`src/rtl/inst_fetch_unit.sv`:
```
// Instruction fetch: in-order imem requests, prefetch FIFO, redirect flush.
// Head instruction and its Op/F3/F7 slices feed the decode controller.
module inst_fetch_unit #(
  parameter int          DEPTH    = 4,
  parameter logic [31:0] RESET_PC = 32'h0000_0000
) (
  input  logic        clk,
  input  logic        rst,
  output logic        imem_req,
  output logic [31:0] imem_addr,
  input  logic        imem_gnt,
  input  logic        imem_rvalid,
  input  logic [31:0] imem_rdata,
  output logic        inst_valid,
  output logic [31:0] inst,
  output logic [31:0] inst_pc,
  output logic [6:0]  Op,
  output logic [2:0]  F3,
  output logic [6:0]  F7,
  input  logic        inst_ack,
  input  logic        redirect,
  input  logic [31:0] redirect_pc
);

  localparam int AW = $clog2(DEPTH);
  localparam int CW = $clog2(DEPTH + 1);

  localparam logic [0:0] BOOT = 1'b0;
  localparam logic [0:0] RUN  = 1'b1;

  logic [0:0]    state_q, state_d;
  logic [31:0]   fpc_q, fpc_d;
  logic [CW-1:0] occ_q, occ_d;
  logic [CW-1:0] out_q, out_d;
  logic [CW-1:0] dis_q, dis_d;
  logic [AW-1:0] hd_q, hd_d;
  logic [AW-1:0] tl_q, tl_d;
  logic [AW-1:0] trp_q, trp_d;
  logic [AW-1:0] twp_q, twp_d;

  logic [31:0] pc_mem  [DEPTH];
  logic [31:0] w_mem   [DEPTH];
  logic [31:0] tag_mem [DEPTH];

  logic [CW:0] live;
  logic        xfer;
  logic        resp;
  logic        wr;
  logic        pop;

  // in-flight requests already marked for discard do not hold FIFO space
  assign live = {1'b0, occ_q} + {1'b0, out_q} - {1'b0, dis_q};

  assign imem_req = (state_q == RUN)
                 && (live < (CW+1)'(DEPTH))
                 && (out_q < CW'(DEPTH));
  assign imem_addr = fpc_q;

  assign xfer = imem_req & imem_gnt;
  assign resp = imem_rvalid && (out_q != '0);
  assign wr   = resp && (dis_q == '0) && !redirect;
  assign pop  = inst_ack && inst_valid && !redirect;

  assign inst_valid = (occ_q != '0);
  assign inst    = inst_valid ? w_mem[hd_q] : 32'h0000_0013;
  assign inst_pc = inst_valid ? pc_mem[hd_q] : 32'h0;
  assign Op = inst[6:0];
  assign F3 = inst[14:12];
  assign F7 = inst[31:25];

  always_comb begin
    state_d = RUN;
    fpc_d   = fpc_q;
    out_d   = out_q + CW'(xfer) - CW'(resp);
    occ_d   = occ_q + CW'(wr) - CW'(pop);
    dis_d   = dis_q;
    hd_d    = hd_q + AW'(pop);
    tl_d    = tl_q + AW'(wr);
    twp_d   = twp_q + AW'(xfer);
    trp_d   = trp_q + AW'(resp);
    if (xfer) begin
      fpc_d = fpc_q + 32'd4;
    end
    if (resp && (dis_q != '0)) begin
      dis_d = dis_q - CW'(1);
    end
    // tags stay queued so stale responses still pop their own entry
    if (redirect) begin
      fpc_d = redirect_pc & ~32'h3;
      occ_d = '0;
      hd_d  = '0;
      tl_d  = '0;
      dis_d = out_d;
    end
  end

  always_ff @(posedge clk or negedge rst) begin
    if (!rst) begin
      state_q <= BOOT;
      fpc_q   <= RESET_PC;
      occ_q   <= '0;
      out_q   <= '0;
      dis_q   <= '0;
      hd_q    <= '0;
      tl_q    <= '0;
      trp_q   <= '0;
      twp_q   <= '0;
    end else begin
      state_q <= state_d;
      fpc_q   <= fpc_d;
      occ_q   <= occ_d;
      out_q   <= out_d;
      dis_q   <= dis_d;
      hd_q    <= hd_d;
      tl_q    <= tl_d;
      trp_q   <= trp_d;
      twp_q   <= twp_d;
    end
  end

  always_ff @(posedge clk) begin
    if (wr) begin
      pc_mem[tl_q] <= tag_mem[trp_q];
      w_mem[tl_q]  <= imem_rdata;
    end
    if (xfer) begin
      tag_mem[twp_q] <= fpc_q;
    end
  end

endmodule

```
`config.mk`:
```
export PLATFORM = sky130hd
export DESIGN_NAME = inst_fetch_unit
export DESIGN_NICKNAME = d
export VERILOG_FILES = /design/src/rtl/inst_fetch_unit.sv
export SDC_FILE = /design/constraint.sdc
export NUM_CORES = 1
export LEC_CHECK = 0
export CAP_MARGIN = 20
export CORE_MARGIN = 2
export CORE_UTILIZATION = 40
export DETAILED_ROUTE_END_ITERATION = 6
export PLACE_DENSITY_LB_ADDON = 0.08
export SLEW_MARGIN = 20
export SYNTH_ARGS = -nofsm -noshare
export SYNTH_HDL_FRONTEND = slang
export SYNTH_SLANG_ARGS = --single-unit
export TNS_END_PERCENT = 1
```
`constraint.sdc`:
```
create_clock -name clk -period 5.9 [get_ports clk]
set_clock_uncertainty 0.1 [all_clocks]
set_input_delay 1.77 -clock clk [delete_from_list [all_inputs] [get_ports clk]]
set_output_delay 1.77 -clock clk [all_outputs]
set_load 0.02 [all_outputs]
```
==> reports/metrics.yaml, run 1 <==
floorplanning:
  die_w_microns: 208
  io_pins: 185
  die_h_microns: 208
  die_area_sq_um: 43400
  start_util_pct: 40.7
  rows: 74
  core_sq_um: 41000
timing:
  setup_viol: 0
  fmax_mhz: 181
  tightest_slew_ns: 0.946
  final-max-slew-violation-count: 0
  rsz0062_at_grt: "no"
  finalWorstSetupSlack_ns: 0.365
  finalHoldViolations: 0
  finalCritPeriodShare_pct: 93.8
  slew_headroom_pct: 36.7
  fin_hold_ws_ns: 0.474
  layout_min_cycle_time_ns: 5.54
place:
  io_buffers: 178
  placed_cells: 1558
  routabilityCongestion: 0.764
  place_hpwl_microns: 21500
  pre_cts_slack_ns: 0.977
  post_dp_cell_area_sq_um: 19100
yosys:
  synthFlopType: "edfxtp_1"
  synth_edf_count: 368
  yosys_warnings: 0
  ys_top_cells_by_count: "edfxtp_1, mux4_2, nor2b_1, dfrtp_1, nand2_1"
  synth_top_cell_area_share_pct: 66.2
  synth_cell_type_count: 55
  synthXorXnorAreaFrac_pct: 1.10
  synth_top_area_cell: "edfxtp_1"
  yosysMostFrequentCell: "edfxtp_1"
  ys_seq_area_share_pct: 73.4
  async_reset_ff_share_pct: 11.5
  syn-instance-count: 883
  synth_top_family_by_area: "multiplexers"
  syn_area_sq_um: 16700
  ys_seq_elements: 416
  synthMuxAreaShare_pct: 12.5
  synth_compound_area_share_pct: 2.59
  avgSynthCellArea_sq_um: 18.9
  synthSimpleGateAreaFrac_pct: 6.37
  synth_fa_ha_area_share_pct: 1.53
  synthTopCellsByArea: "edfxtp_1, mux4_2, dfrtp_1"
clocking:
  worstSkewPairLatency_ns: 0.56
  root_buffer: "clkbuf_16"
  cts_tree: "done"
  cts_sinks: 416
  cts.clk_slew.worst_paths_ns: 0.06
  cts-resized-gates: 0
  ctsHoldBuffers: 0
  cts_setup_buffers: 0
  cts_buffer_depth: 3
  cts_max_level: 2
  cts_buffers: 44
worst_setup_path:
  rrSetupSlack_ns: 1.55
  worst_path_largest_cell_delay_ns: 0.64
  cp_common_cell: "inv_1"
  cp.arrival_ns: 3.67
  path_cells: "inv_1 -> fa_1 -> inv_1 -> ha_1 -> and3b_1 -> or4_1 -> a21oi_1 -> clkdlybuf4s50_1"
  critical_path_peak_fanout: 7
  crit_path_top_delay_cell: "clkdlybuf4s50_1"
  critPathKind: "reg2out"
  cp_data_required_time_ns: 4.03
  cp-end-kind: "output pin"
  startpoint_type: "flop"
drt:
  initialDrtViolationCount: 516
  routed_wl_microns: 36000
  vias_per_cell: 5.23
  via_count: 8536
  drcViolationCount: 0
  route.detailed.wl_per_inst_microns: 22.1
  drtAntennaViolNets: 0
  first_pass_iters: 5
cells_and_area:
  diodes: 0
  fillerInstances: 3406
  drive_gt1_share_pct: 17.5
  area_delta_synth_final_pct: 22.1
  final_cells: 1632
  final_nets: 1160
  design_area_sq_um: 20400
grt:
  grt.busiest_layer: "met2"
  gr-total-overflow: 0
  grt_pass1_wl_microns: 55500
  grt_usage_pct: 17.0
  antenna_found_initial: 0
  use_met2_pct: 27.6
  grtUsageMet3_pct: 2.87
  grt_util_met1_pct: 23.7
  grt_pass1_vias: 9042
  grt_max_degree: 52
worst_hold_path:
  hp-class: "reg2reg"
job:
  cap_viol_max_count: 0
power_and_ir_drop:
  finalPower_w: 0.00894
  powerDensity_nw_per_um2: 439
  ir_worst_vdd_uv: 218
  p_leak_nw: 6.60
run_status:
  status: "complete, no violations"
-- power by group --
| group | switching (W) | internal [W] | total (W) |
|---|---|---|---|
| Clock | 0.00106 | 0.00149 | 0.00255 |
| Sequential | 0.000221 | 0.00354 | 0.00376 |
| Combinational | 0.00142 | 0.00120 | 0.00262 |
| Total | 0.00271 | 0.00623 | 0.00894 |
-- through the flow --
| step | util, % | setup TNS (ns) |
|---|---|---|
| after global placement | 46.5 | 0 |
| final | 49.7 | 0 |
| after detailed placement | 46.5 | 0 |
| after CTS | 49.7 | 0 |
| after floorplan | - | -71.59 |
| after global routing | 49.7 | 0 |
-- logic make-up (layout without fill, tap and decap cells) --
logic type / count (synthesis) / in the layout
compound gates: 67 / 67
flops: 416 / 416
mux: 94 / 94
buf+inv: 80 / 294
xor+xnor: 21 / 21
other cells: 2 / 5
simple gates: 185 / 185
fa+ha+maj: 18 / 18
-- placed cells by master, fill, tap and decap left out, types with 4 or more instances in the layout --
cell type,count
nor2_1,21
nand2_1,29
xnor2_1,11
a31oi_1,15
inv_1,20
and2_1,4
buf_4,19
edfxtp_1,368
nand4_1,5
fa_1,4
o31ai_1,8
clkdlybuf4s50_1,177
nand3_1,15
xor2_1,10
o21ai_0,22
or3_1,6
clkinv_2,7
clkinv_1,4
conb_1,5
nor2b_1,66
or4_1,10
or2_2,5
ha_1,14
clkbuf_1,15
mux4_2,92
dfrtp_1,44
clkbuf_16,45
-- final timing paths --
check,endpoint,startpoint,cells after the start
setup / recovery,imem_req,occ_q[1],8
hold / removal,twp_q[1],twp_q[1],1
setup reg to reg,dis_q[2],occ_q[1],15
hold reg to reg,twp_q[1],twp_q[1],1
max in group asynchronous,hd_q[0],rst,2
min in group asynchronous,imem_addr[13],rst,1
-- layer usage --
layer	vias up	part of all wire (%)
li1	3852	-
met1	4411	46
met2	221	48
met3	52	4.2
met4	0	2.0
met5	-	0
-- registers in the layout, indices dropped and copies added, names as in the netlist --
name,flops
tag_mem,120
dis_q,3
pc_mem,120
twp_q,2
state_q,1
imem_addr,30
tl_q,2
out_q,3
hd_q,2
occ_q,3
trp_q,2
w_mem,128
-- critical path, delay by kind of cell, from the launching register on --
family	cells	cell delay [ns]
flops	1	0.41
fa+ha+maj	2	0.82
compound gates	1	0.23
buf+inv	3	0.80
simple gates	2	0.85
-- final cells by class --
cell class | count | area (sq um) | area share, %
sequential | 416 | 12300 | 60.2
multi-input combinational | 390 | 4090 | 20.1
timing repair buffer | 200 | 1980 | 9.72
clock buffer | 61 | 1200 | 5.87
tap | 532 | 666 | 3.27
clock inverter | 13 | 110 | 0.540
inverter | 20 | 75.1 | 0.368
Power figures use the tool's default switching activity.
==> inputs of run 2 (changes only) <==
--- a/config.mk
+++ b/config.mk
@@ -5,11 +5,12 @@
 export SDC_FILE = /design/constraint.sdc
 export NUM_CORES = 1
 export LEC_CHECK = 0
-export CAP_MARGIN = 20
+export CAP_MARGIN = 40
 export CORE_MARGIN = 2
 export CORE_UTILIZATION = 40
 export DETAILED_ROUTE_END_ITERATION = 6
 export PLACE_DENSITY_LB_ADDON = 0.08
+export SKIP_CTS_REPAIR_TIMING = 1
 export SLEW_MARGIN = 20
 export SYNTH_ARGS = -nofsm -noshare
 export SYNTH_HDL_FRONTEND = slang
==> run 2 against run 1 <==
Net effect:
- sequential power decreased by 1%
- power down 0.50%
- worst setup slack gained 0.052 ns
- global-route usage decreased by 0.22 points
- hold slack hardly changed
- cell area increased by 0.31%
- combinational power is 2% higher
==> reports/metrics.yaml, run 2 (synthesis gave the netlist of run 1 again) <==
run_status:
  status: "complete, no violations"
cells_and_area:
  fillerInstances: 3399  # -0.21%
  multi_input_area_sq_um: 4090  # unchanged
  utilization_pct: 49.8  # +0.15 points
  final_cell_mix: "edfxtp_1, clkdlybuf4s50_1, mux4_2"
  regMostFlops: "w_mem"
  area_delta_synth_final_pct: 22.5
  drive_gt1_share_pct: 18.1  # +0.52 points
  seq_area_sq_um: 12300  # unchanged
  final_common_cell: "edfxtp_1"
  largestRegisters: "w_mem: 128 flops, pc_mem: 120 flops, tag_mem: 120 flops"
  largest_reg_flops: 128  # unchanged
  diodes: 0  # unchanged
  final_nets: 1164  # +0.34%
worst_setup_path:
  cp_common_cell: "inv_1"
  reg2reg_depth: 15  # unchanged
  crit_family: "simple AND/OR/NAND/NOR gates"
  timing.rr.end: "dis_q[2]"
  r2r-start: "occ_q[1]"
  cp_data_required_time_ns: 4.03  # about the same
  crit_path_top_delay_cell: "clkdlybuf4s50_1"
  cp-end-kind: "output pin"
  cp.arrival_ns: 3.61  # -0.06 ns
  critical_path_peak_fanout: 7  # unchanged
  startpoint_type: "flop"
  critPathKind: "reg2out"
  worst_path_largest_cell_delay_ns: 0.64  # about the same
  path_cells: "inv_1 -> fa_1 -> inv_1 -> ha_1 -> and3b_1 -> or4_1 -> a21oi_1 -> clkdlybuf4s50_1"
  path_buf_inv: 3  # unchanged
  rrSetupSlack_ns: 1.63  # +0.08 ns
grt:
  gr-total-overflow: 0  # unchanged
  grt_usage_pct: 16.8  # -0.22 points
  grt_pass1_vias: 9129  # +0.96%
  grt_pass1_wl_microns: 55000  # -0.88%
  grt_max_degree: 52  # unchanged
  antenna_found_initial: 0  # unchanged
timing:
  layout_min_cycle_time_ns: 5.48  # -0.0520 ns
  fmax_mhz: 182  # +0.95%
  slew_headroom_pct: 46.1  # +9.4 points
  rsz0062_at_grt: "no"
  final-max-slew-violation-count: 0  # unchanged
  tightest_slew_ns: 0.804  # -0.142 ns
  setup_viol: 0  # unchanged
  finalCritPeriodShare_pct: 92.9  # -0.88 points
  finalHoldViolations: 0  # unchanged
drt:
  drcViolationCount: 0  # unchanged
  initialDrtViolationCount: 519  # +0.58%
  routed_wl_microns: 35700  # -0.81%
  vias_per_cell: 5.24  # +0.13%
  first_pass_iters: 4  # -1
  route.detailed.wl_per_inst_microns: 21.8  # -1.2%
  via_count: 8584  # +0.56%
  drtAntennaViolNets: 0  # unchanged
power_and_ir_drop:
  powerDensity_nw_per_um2: 435  # -0.81%
  ir_worst_vdd_uv: 202  # -7.3%
  finalPower_w: 0.00889  # -0.50%
  p_leak_nw: 6.63  # +0.48%
floorplanning:
  rows: 74  # unchanged
  die_h_microns: 208  # unchanged
  die_w_microns: 208  # unchanged
  die_area_sq_um: 43400  # unchanged
  io_pins: 185  # unchanged
  start_util_pct: 40.7  # unchanged
  core_sq_um: 41000  # unchanged
clocking:
  cts_buffers: 44  # unchanged
  cts_sinks: 416  # unchanged
  cts_tree: "done"
  cts_max_level: 2  # unchanged
  cts.clk_slew.worst_paths_ns: 0.06  # about the same
  cts_buffer_depth: 3  # unchanged
  worstSkewPairLatency_ns: 0.54  # -0.02 ns
  root_buffer: "clkbuf_16"
worst_hold_path:
  hp-start: "out_q[0]"
  min_path_cells: 1  # unchanged
  hp-class: "reg2reg"
  hold_path_end: "out_q[0]"
job:
  cap_viol_max_count: 0  # unchanged
place:
  io_buffers: 178  # unchanged
  place_hpwl_microns: 21800  # +1.4%
  routabilityCongestion: 0.764  # unchanged
[run 2: worst max-delay path by stage]
stage	endpoint	cells past startpoint	slack [ns]	start
final	imem_req	8	0.42	occ_q[1]
after global routing	imem_req	8	0.21	occ_q[1]
after CTS	imem_req	8	0.37	occ_q[1]
after detailed placement	imem_req	8	0.99	occ_q[1]
after global placement	imem_req	8	0.96	occ_q[1]
after floorplan	pc_mem[0][10]	4	-1.15	imem_rvalid
[run 2: final cells by class]
class / count / share of cell area [%]
Inverter: 20 / 0.367
Timing Repair Buffer: 204 / 10.0
Sequential cell: 416 / 60.0
Tap cell: 532 / 3.26
Clock buffer: 63 / 6.04
Clock inverter: 14 / 0.331
Multi-Input combinational cell: 390 / 20.0
[run 2: through the flow]
stage | TNS [ns] | cell area, sq um | std cells | hold WS, ns | setup WS [ns]
after floorplan | -71.59 | 16700 | 886 | 0.388 | -1.15
after global placement | 0 | 19100 | 1558 | 0.455 | 0.959
after detailed placement | 0 | 19100 | 1561 | 0.466 | 0.985
after CTS | 0 | 20400 | 1638 | 0.475 | 0.369
after global routing | 0 | 20400 | 1639 | 0.502 | 0.214
final | 0 | 20400 | 1639 | 0.474 | 0.417
[run 2: per-layer routing]
metal | part of all wire, % | track usage [%] | routed length (microns) | up-vias
met5 | 0 | 0 | 0 | -
met4 | 1.8 | 4.44 | 655 | 0
met3 | 3.9 | 2.84 | 1380 | 45
met2 | 48 | 27.6 | 17200 | 198
met1 | 46 | 23.3 | 16400 | 4479
li1 | - | - | - | 3862
[run 2: power by group]
part           internal, W  switching, W  total [W]
registers          0.00354      0.000183    0.00372
logic              0.00121       0.00146    0.00267
clock network      0.00145       0.00105    0.00250
